<file path="config.mk">
export PLATFORM = sky130hd
export DESIGN_NAME = sseg_scan_ctrl_flat
export DESIGN_NICKNAME = d
export VERILOG_FILES = /design/src/rtl/sseg_scan_ctrl_if.sv /design/src/rtl/sseg_scan_ctrl.sv /design/src/flat_wrapper.sv
export SDC_FILE = /design/constraint.sdc
export NUM_CORES = 1
export LEC_CHECK = 0
export ABC_CLOCK_PERIOD_IN_PS = 4000
export CAP_MARGIN = 0
export CORE_MARGIN = 10
export CORE_UTILIZATION = 30
export DETAILED_ROUTE_END_ITERATION = 16
export GPL_ROUTABILITY_DRIVEN = 0
export GPL_TIMING_DRIVEN = 0
export MAX_ROUTING_LAYER = met4
export PLACE_DENSITY = 0.61
export SETUP_SLACK_MARGIN = 0.2
export SYNTH_ARGS = -nofsm -noshare
export SYNTH_HDL_FRONTEND = slang
export SYNTH_SLANG_ARGS = --single-unit
</file>
<file path="constraint.sdc">
create_clock -name CLK -period 4 [get_ports CLK]
set_input_delay 0.4 -clock CLK [delete_from_list [all_inputs] [get_ports CLK]]
set_output_delay 0.4 -clock CLK [all_outputs]
set_load 0.02 [all_outputs]
</file>
<file path="src/rtl/sseg_scan_ctrl_if.sv">
// IOBUS slice seen by the seven-segment scan controller: address, write data/strobe, read-back.
// Purely combinational bundle; no latency of its own.
// No backpressure: the MCU bus writes in one cycle and reads combinationally.
interface sseg_scan_ctrl_if;
  logic [31:0] IOBUS_ADDR;
  logic [31:0] IOBUS_OUT;
  logic        IOBUS_WR;
  logic [31:0] rd_data;
  logic        rd_hit;

  // MCU side drives the bus and samples the read-back mux
  modport master (
    output IOBUS_ADDR,
    output IOBUS_OUT,
    output IOBUS_WR,
    input  rd_data,
    input  rd_hit
  );

  // Peripheral side decodes the bus and returns register contents
  modport slave (
    input  IOBUS_ADDR,
    input  IOBUS_OUT,
    input  IOBUS_WR,
    output rd_data,
    output rd_hit
  );
endinterface

</file>
<file path="src/rtl/sseg_scan_ctrl.sv">
// Basys3 4-digit seven-segment scan controller with data/control registers on the IOBUS.
// Register writes land on the write edge; segs/an are registered and reflect a write one edge later.
// No backpressure: writes always accepted, read-back is combinational.
module sseg_scan_ctrl #(
  parameter logic [31:0] DATA_ADDR = 32'h1100C014,
  parameter logic [31:0] CTRL_ADDR = 32'h1100C018,
  parameter int          PRESCALE  = 50000,
  parameter int          GAP       = 2
) (
  input  logic                CLK,
  input  logic                RESET_N,
  sseg_scan_ctrl_if.slave     bus,
  output logic [7:0]          segs,
  output logic [3:0]          an
);

  // Counter only has to reach the longer of the two phase lengths minus one
  localparam int CNT_MAX = (PRESCALE > GAP) ? PRESCALE : GAP;
  localparam int CNT_W   = (CNT_MAX > 1) ? $clog2(CNT_MAX) : 1;
  localparam logic [CNT_W-1:0] GAP_LAST = CNT_W'(GAP - 1);
  localparam logic [CNT_W-1:0] DRV_LAST = CNT_W'(PRESCALE - 1);

  typedef enum logic [1:0] {
    ST_IDLE  = 2'd0,
    ST_BLANK = 2'd1,
    ST_DRIVE = 2'd2
  } state_t;

  logic [15:0]      r_data;
  logic [7:0]       r_ctrl;
  state_t           state, state_n;
  logic [1:0]       idx, idx_n;
  logic [CNT_W-1:0] cnt, cnt_n;
  logic [7:0]       segs_n;
  logic [3:0]       an_n;

  logic       data_sel, ctrl_sel;
  logic       en, lzb;
  logic [3:0] dp;
  logic [3:0] nib;
  logic       blank;
  logic       unused_wr_hi;

  assign data_sel = (bus.IOBUS_ADDR == DATA_ADDR);
  assign ctrl_sel = (bus.IOBUS_ADDR == CTRL_ADDR);
  assign en       = r_ctrl[0];
  assign lzb      = r_ctrl[1];
  assign dp       = r_ctrl[7:4];

  // Upper write-data bits are architecturally ignored
  assign unused_wr_hi = ^bus.IOBUS_OUT[31:16];

  // Active-low segment pattern g..a for one hex nibble
  function automatic logic [6:0] hex7(input logic [3:0] n);
    logic [7:0] v;
    case (n)
      4'h0: v = 8'hC0;  4'h1: v = 8'hF9;  4'h2: v = 8'hA4;  4'h3: v = 8'hB0;
      4'h4: v = 8'h99;  4'h5: v = 8'h92;  4'h6: v = 8'h82;  4'h7: v = 8'hF8;
      4'h8: v = 8'h80;  4'h9: v = 8'h90;  4'hA: v = 8'h88;  4'hB: v = 8'h83;
      4'hC: v = 8'hC6;  4'hD: v = 8'hA1;  4'hE: v = 8'h86;  default: v = 8'h8E;
    endcase
    return v[6:0];
  endfunction

  // Software-visible registers: data and control, loaded on a matching write
  always_ff @(posedge CLK or negedge RESET_N) begin
    if (!RESET_N) begin
      r_data <= 16'h0000;
      r_ctrl <= 8'h00;
    end else if (bus.IOBUS_WR) begin
      if (data_sel) r_data <= bus.IOBUS_OUT[15:0];
      if (ctrl_sel) r_ctrl <= bus.IOBUS_OUT[7:0];
    end
  end

  // Read-back mux; unmapped addresses return zero and no hit
  always_comb begin
    bus.rd_data = 32'h0000_0000;
    bus.rd_hit  = 1'b0;
    if (data_sel) begin
      bus.rd_data = {16'h0000, r_data};
      bus.rd_hit  = 1'b1;
    end else if (ctrl_sel) begin
      bus.rd_data = {24'h000000, r_ctrl};
      bus.rd_hit  = 1'b1;
    end
  end

  // Scan sequencer next state: IDLE -> BLANK(GAP) -> DRIVE(PRESCALE) -> BLANK ..., EN=0 wins
  always_comb begin
    state_n = state;
    idx_n   = idx;
    cnt_n   = cnt;
    if (!en) begin
      state_n = ST_IDLE;
      idx_n   = 2'd0;
      cnt_n   = '0;
    end else begin
      case (state)
        ST_IDLE: begin
          state_n = ST_BLANK;
          idx_n   = 2'd0;
          cnt_n   = '0;
        end
        ST_BLANK: begin
          if (cnt == GAP_LAST) begin
            state_n = ST_DRIVE;
            cnt_n   = '0;
          end else begin
            cnt_n = cnt + 1'b1;
          end
        end
        ST_DRIVE: begin
          if (cnt == DRV_LAST) begin
            state_n = ST_BLANK;
            idx_n   = idx + 2'd1;
            cnt_n   = '0;
          end else begin
            cnt_n = cnt + 1'b1;
          end
        end
        default: begin
          state_n = ST_IDLE;
          idx_n   = 2'd0;
          cnt_n   = '0;
        end
      endcase
    end
  end

  // Output pattern for the state being entered, using the live registers
  always_comb begin
    nib = r_data[{idx_n, 2'b00} +: 4];
    case (idx_n)
      2'd1:    blank = lzb && (r_data[15:4]  == 12'h000);
      2'd2:    blank = lzb && (r_data[15:8]  == 8'h00);
      2'd3:    blank = lzb && (r_data[15:12] == 4'h0);
      default: blank = 1'b0;
    endcase
    an_n   = 4'hF;
    segs_n = 8'hFF;
    if (state_n == ST_DRIVE) begin
      segs_n = {~dp[idx_n], hex7(nib)};
      if (!blank) an_n = ~(4'b0001 << idx_n);
    end
  end

  // Sequencer state and registered display outputs
  always_ff @(posedge CLK or negedge RESET_N) begin
    if (!RESET_N) begin
      state <= ST_IDLE;
      idx   <= 2'd0;
      cnt   <= '0;
      an    <= 4'hF;
      segs  <= 8'hFF;
    end else begin
      state <= state_n;
      idx   <= idx_n;
      cnt   <= cnt_n;
      an    <= an_n;
      segs  <= segs_n;
    end
  end

endmodule

</file>
<file path="src/flat_wrapper.sv">
// flat-port wrapper written by rule: the top's interface ports become plain ports
module sseg_scan_ctrl_flat 
#(
  parameter logic [31:0] DATA_ADDR = 32'h1100C014,
  parameter logic [31:0] CTRL_ADDR = 32'h1100C018,
  parameter int          PRESCALE  = 50000,
  parameter int          GAP       = 2
)
  (CLK, RESET_N, segs, an, bus_IOBUS_ADDR, bus_IOBUS_OUT, bus_IOBUS_WR, bus_rd_data, bus_rd_hit);
  sseg_scan_ctrl_if bus_i ();
  input  logic CLK;
  input  logic RESET_N;
  output logic [7:0] segs;
  output logic [3:0] an;
  input wire logic [$bits(bus_i.IOBUS_ADDR)-1:0] bus_IOBUS_ADDR;
  input wire logic [$bits(bus_i.IOBUS_OUT)-1:0] bus_IOBUS_OUT;
  input wire logic [$bits(bus_i.IOBUS_WR)-1:0] bus_IOBUS_WR;
  output wire logic [$bits(bus_i.rd_data)-1:0] bus_rd_data;
  output wire logic [$bits(bus_i.rd_hit)-1:0] bus_rd_hit;
  assign bus_i.IOBUS_ADDR = bus_IOBUS_ADDR;
  assign bus_i.IOBUS_OUT = bus_IOBUS_OUT;
  assign bus_i.IOBUS_WR = bus_IOBUS_WR;
  assign bus_rd_data = bus_i.rd_data;
  assign bus_rd_hit = bus_i.rd_hit;
  sseg_scan_ctrl #(.DATA_ADDR(DATA_ADDR), .CTRL_ADDR(CTRL_ADDR), .PRESCALE(PRESCALE), .GAP(GAP)) u_core (.CLK(CLK), .RESET_N(RESET_N), .bus(bus_i), .segs(segs), .an(an));
endmodule
</file>
==> flow_metrics.env <==
export IMPL_synthAdderAreaFrac=0.0498
export IMPL_fin_crit_sh=0.898
export IMPL_final_cell_mix="clkdlybuf4s50_1, dfrtp_1, nand2_1, nor2_1, buf_4"
export IMPL_cp_start_kind="flip-flop"
export IMPL_ys_warn_count=0
export IMPL_synth_distinct_cells=55
export IMPL_synthMuxAreaShare=0.0824
export IMPL_path_clk_slew_ns=0.10
export IMPL_design_area_sq_mm=0.00445
export IMPL_maxSlewViolCount=0
export IMPL_min_path_type="input port to asynchronous set/reset pin"
export IMPL_syn_area_sq_mm=0.00326
export IMPL_diodes=0
export IMPL_hold_buffers=0
export IMPL_final_common_cell="clkdlybuf4s50_1"
export IMPL_synth_top_family_by_area="simple AND/OR/NAND/NOR gates"
export IMPL_synth_simple_gate_area_share=0.192
export IMPL_p_total_w=0.000972
export IMPL_post_route_min_period_ns=3.59
export IMPL_cts_tree="built"
export IMPL_swShare=0.214
export IMPL_rsz0062_at_grt="false"
export IMPL_vdd_drop_max_v=0.000113
export IMPL_tightest_slew_ns=0.830
export IMPL_wl_per_cell_um=14.8
export IMPL_antenna_left=0
export IMPL_ios=112
export IMPL_syn_inst=327
export IMPL_routed_wl_um=8490
export IMPL_worst_path_buf_inv=2
export IMPL_power_density_mw_per_mm2=218
export IMPL_coreArea_sq_mm=0.0107
export IMPL_die_h_um=124
export IMPL_cpPeakStageDelay_ns=0.60
export IMPL_numCtsBuffers=5
export IMPL_die_w_um=124
export IMPL_pwr_share_clk=0.324
export IMPL_drtIter0Drc=137
export IMPL_cpLargestDelayFamily="compound AO/OA/AOI/OAI gates"
export IMPL_overflow=0
export IMPL_grt_max_degree=38
export IMPL_area_growth_pct=36.3
export IMPL_htreeDepth=2
export IMPL_finalSetupViolCount=0
export IMPL_antenna_found_initial=0
export IMPL_p_leak_nw=1.86
export IMPL_grt_pass1_vias=2816
export IMPL_path_cells="or4_4, nor4_4, buf_4, mux2i_1, o32a_1, a222oi_1, a21oi_2, inv_1, ha_1, mux2_4, a221o_1"
export IMPL_worstPathArrival_ns=3.83
export IMPL_vias=2733
export IMPL_drive_above_1_share=0.175
export IMPL_synth_edf_count=0
export IMPL_clock_fmax_mhz=278
export IMPL_critPathMaxFanout=7
export IMPL_rows=38
export IMPL_required_ns=4.24
export IMPL_switchingPower_w=0.000208
export IMPL_syn_area_per_cell_sq_um=9.98
export IMPL_final_nets=513
export IMPL_internal_power_w=0.000764
export IMPL_dr_pass1_iters=5
export IMPL_seqPwrFrac=0.583
export IMPL_grt_usage=0.112
export IMPL_crit_type="flip-flop to flip-flop"
export IMPL_endpoint_kind="flip-flop"
export IMPL_drc_errors=0
export IMPL_comb_power_share=0.093
export IMPL_yosys_most_used_dff="dfrtp_1"
export IMPL_setup_tns_ns=0
export IMPL_status="finished clean"
export IMPL_ys_ff_latch=56
export IMPL_cts_buffer_depth=2
export IMPL_seq_area_frac_synth=0.434
export IMPL_hold_viol=0
export IMPL_slew_headroom=0.443
export IMPL_cts_root_buf="clkbuf_8"
export IMPL_place_area_sq_mm=0.00430
export IMPL_async_flop_share=1.00
export IMPL_clock_latency_ns=0.31
export IMPL_synth_compound_area_share=0.130
export IMPL_crit_path_top_delay_cell="or4_4"
export IMPL_avgViaCountPerCell=4.76
export IMPL_holdWs_ns=0.0416
export IMPL_grt_first_pass_wirelength_um=14500
export IMPL_io_buffers=79
export IMPL_drv_cap=0
export IMPL_skew_ns=0.00762
export IMPL_synth_xor_area_frac=0.0402
export IMPL_fillers=1103
export IMPL_start_util=0.304
export IMPL_hpwl_um=6920
export IMPL_dieArea_sq_mm=0.0155
export IMPL_clock_sinks=56
## path summary, 6_finish.rpt
path,startpoint,depth (start not counted),end,slack [ns]
setup / recovery,u_core.cnt[10],11,u_core.segs[6],0.41
hold / removal,RESET_N,1,u_core.cnt[13],0.04
setup reg to reg,u_core.cnt[10],11,u_core.segs[6],0.41
hold reg to reg,u_core.cnt[0],1,u_core.cnt[0],0.49
max in group asynchronous,RESET_N,2,u_core.segs[4],3.33
min in group CLK,u_core.cnt[0],1,u_core.cnt[0],0.49
## registers in the layout, summed over array words and instances, names as in the netlist
| name | flops |
|---|---|
| u_core.an | 4 |
| u_core.cnt | 16 |
| u_core.r_data | 16 |
| u_core.state | 2 |
| u_core.segs | 8 |
| u_core.idx | 2 |
| u_core.r_ctrl | 8 |
## power by group through the flow
stage	Clock, W	Combinational (W)	Sequential (W)
floorplan	0	0.0000272	0.000577
global placement	0	0.0000880	0.000577
detailed placement	0	0.0000910	0.000577
CTS	0.000328	0.0000912	0.000566
global route	0.000349	0.0000987	0.000567
finish	0.000315	0.0000904	0.000566
## synth_stat cells, types with 2 or more instances
master	number	area share
o21bai_1	2	0.0046
and3_2	2	0.0046
a221o_1	3	0.0092
nand2_1	25	0.029
nand4_1	5	0.0096
dfstp_2	12	0.097
nor3_1	5	0.0077
xor2_1	8	0.021
or2_2	2	0.0038
a22o_1	8	0.021
mux2i_1	4	0.012
buf_4	16	0.037
and3_1	4	0.0077
o21ai_0	13	0.020
a222oi_1	3	0.0092
xnor2_1	7	0.019
inv_1	18	0.021
nand3_1	10	0.015
nor4b_1	4	0.011
o221ai_1	3	0.0081
and2_1	11	0.021
nor4_1	10	0.019
dfrtp_1	44	0.34
a21oi_1	10	0.015
and3b_1	3	0.0081
clkbuf_1	8	0.0092
nor2_1	25	0.029
o22ai_1	2	0.0038
nand2b_1	3	0.0057
ha_1	13	0.050
mux2_2	19	0.066
a211o_1	2	0.0054
## logic make-up (layout without fill, tap and decap cells)
kind of cell,after synthesis,after routing
AOI/OAI and AO/OA,59,59
xor gates and xnor gates,15,15
adders and majority gates,13,13
buffers and inverters,43,135
DFF,56,56
muxes,24,24
other,1,16
and+or+nand+nor,116,116
## routing by layer
layer / track usage / wire length [um] / vias to the layer above / part of all wire
met4: 0.0288 / 85 / 0 / 0.010
met3: 0.0179 / 379 / 7 / 0.045
li1: - / - / 1350 / -
met2: 0.181 / 4070 / 91 / 0.48
met1: 0.142 / 3960 / 1285 / 0.47
met5: - / 0 / - / 0
## final cells by class
cell class,instances,area (sq um),share of cell area
multi-input combinational,243,1700,0.382
sequential,56,1420,0.318
timing repair buffer,84,836,0.188
tap,140,175,0.0394
buffer,25,163,0.0366
clock buffer,8,90.1,0.0203
inverter,18,67.6,0.0152
## per-stage QoR
stage | instances | setup WS [ns] | utilization
6_report | 574 | 0.408 | 0.414
5_1_grt | 574 | 0.195 | 0.414
4_1_cts | 570 | 0.213 | 0.409
3_5_place_dp | 562 | 0.0187 | 0.400
3_3_place_gp | 561 | 0.0865 | 0.399
2_1_floorplan | 342 | 0.633 | -
## timing repair
action,in CTS,in global routing
cloned,0,0
pin swaps,0,3
endpoints found under the setup margin,2,13
gates resized for setup,2,6
buffers inserted,0,4
Note: power is estimated with default switching activity, not from simulation.
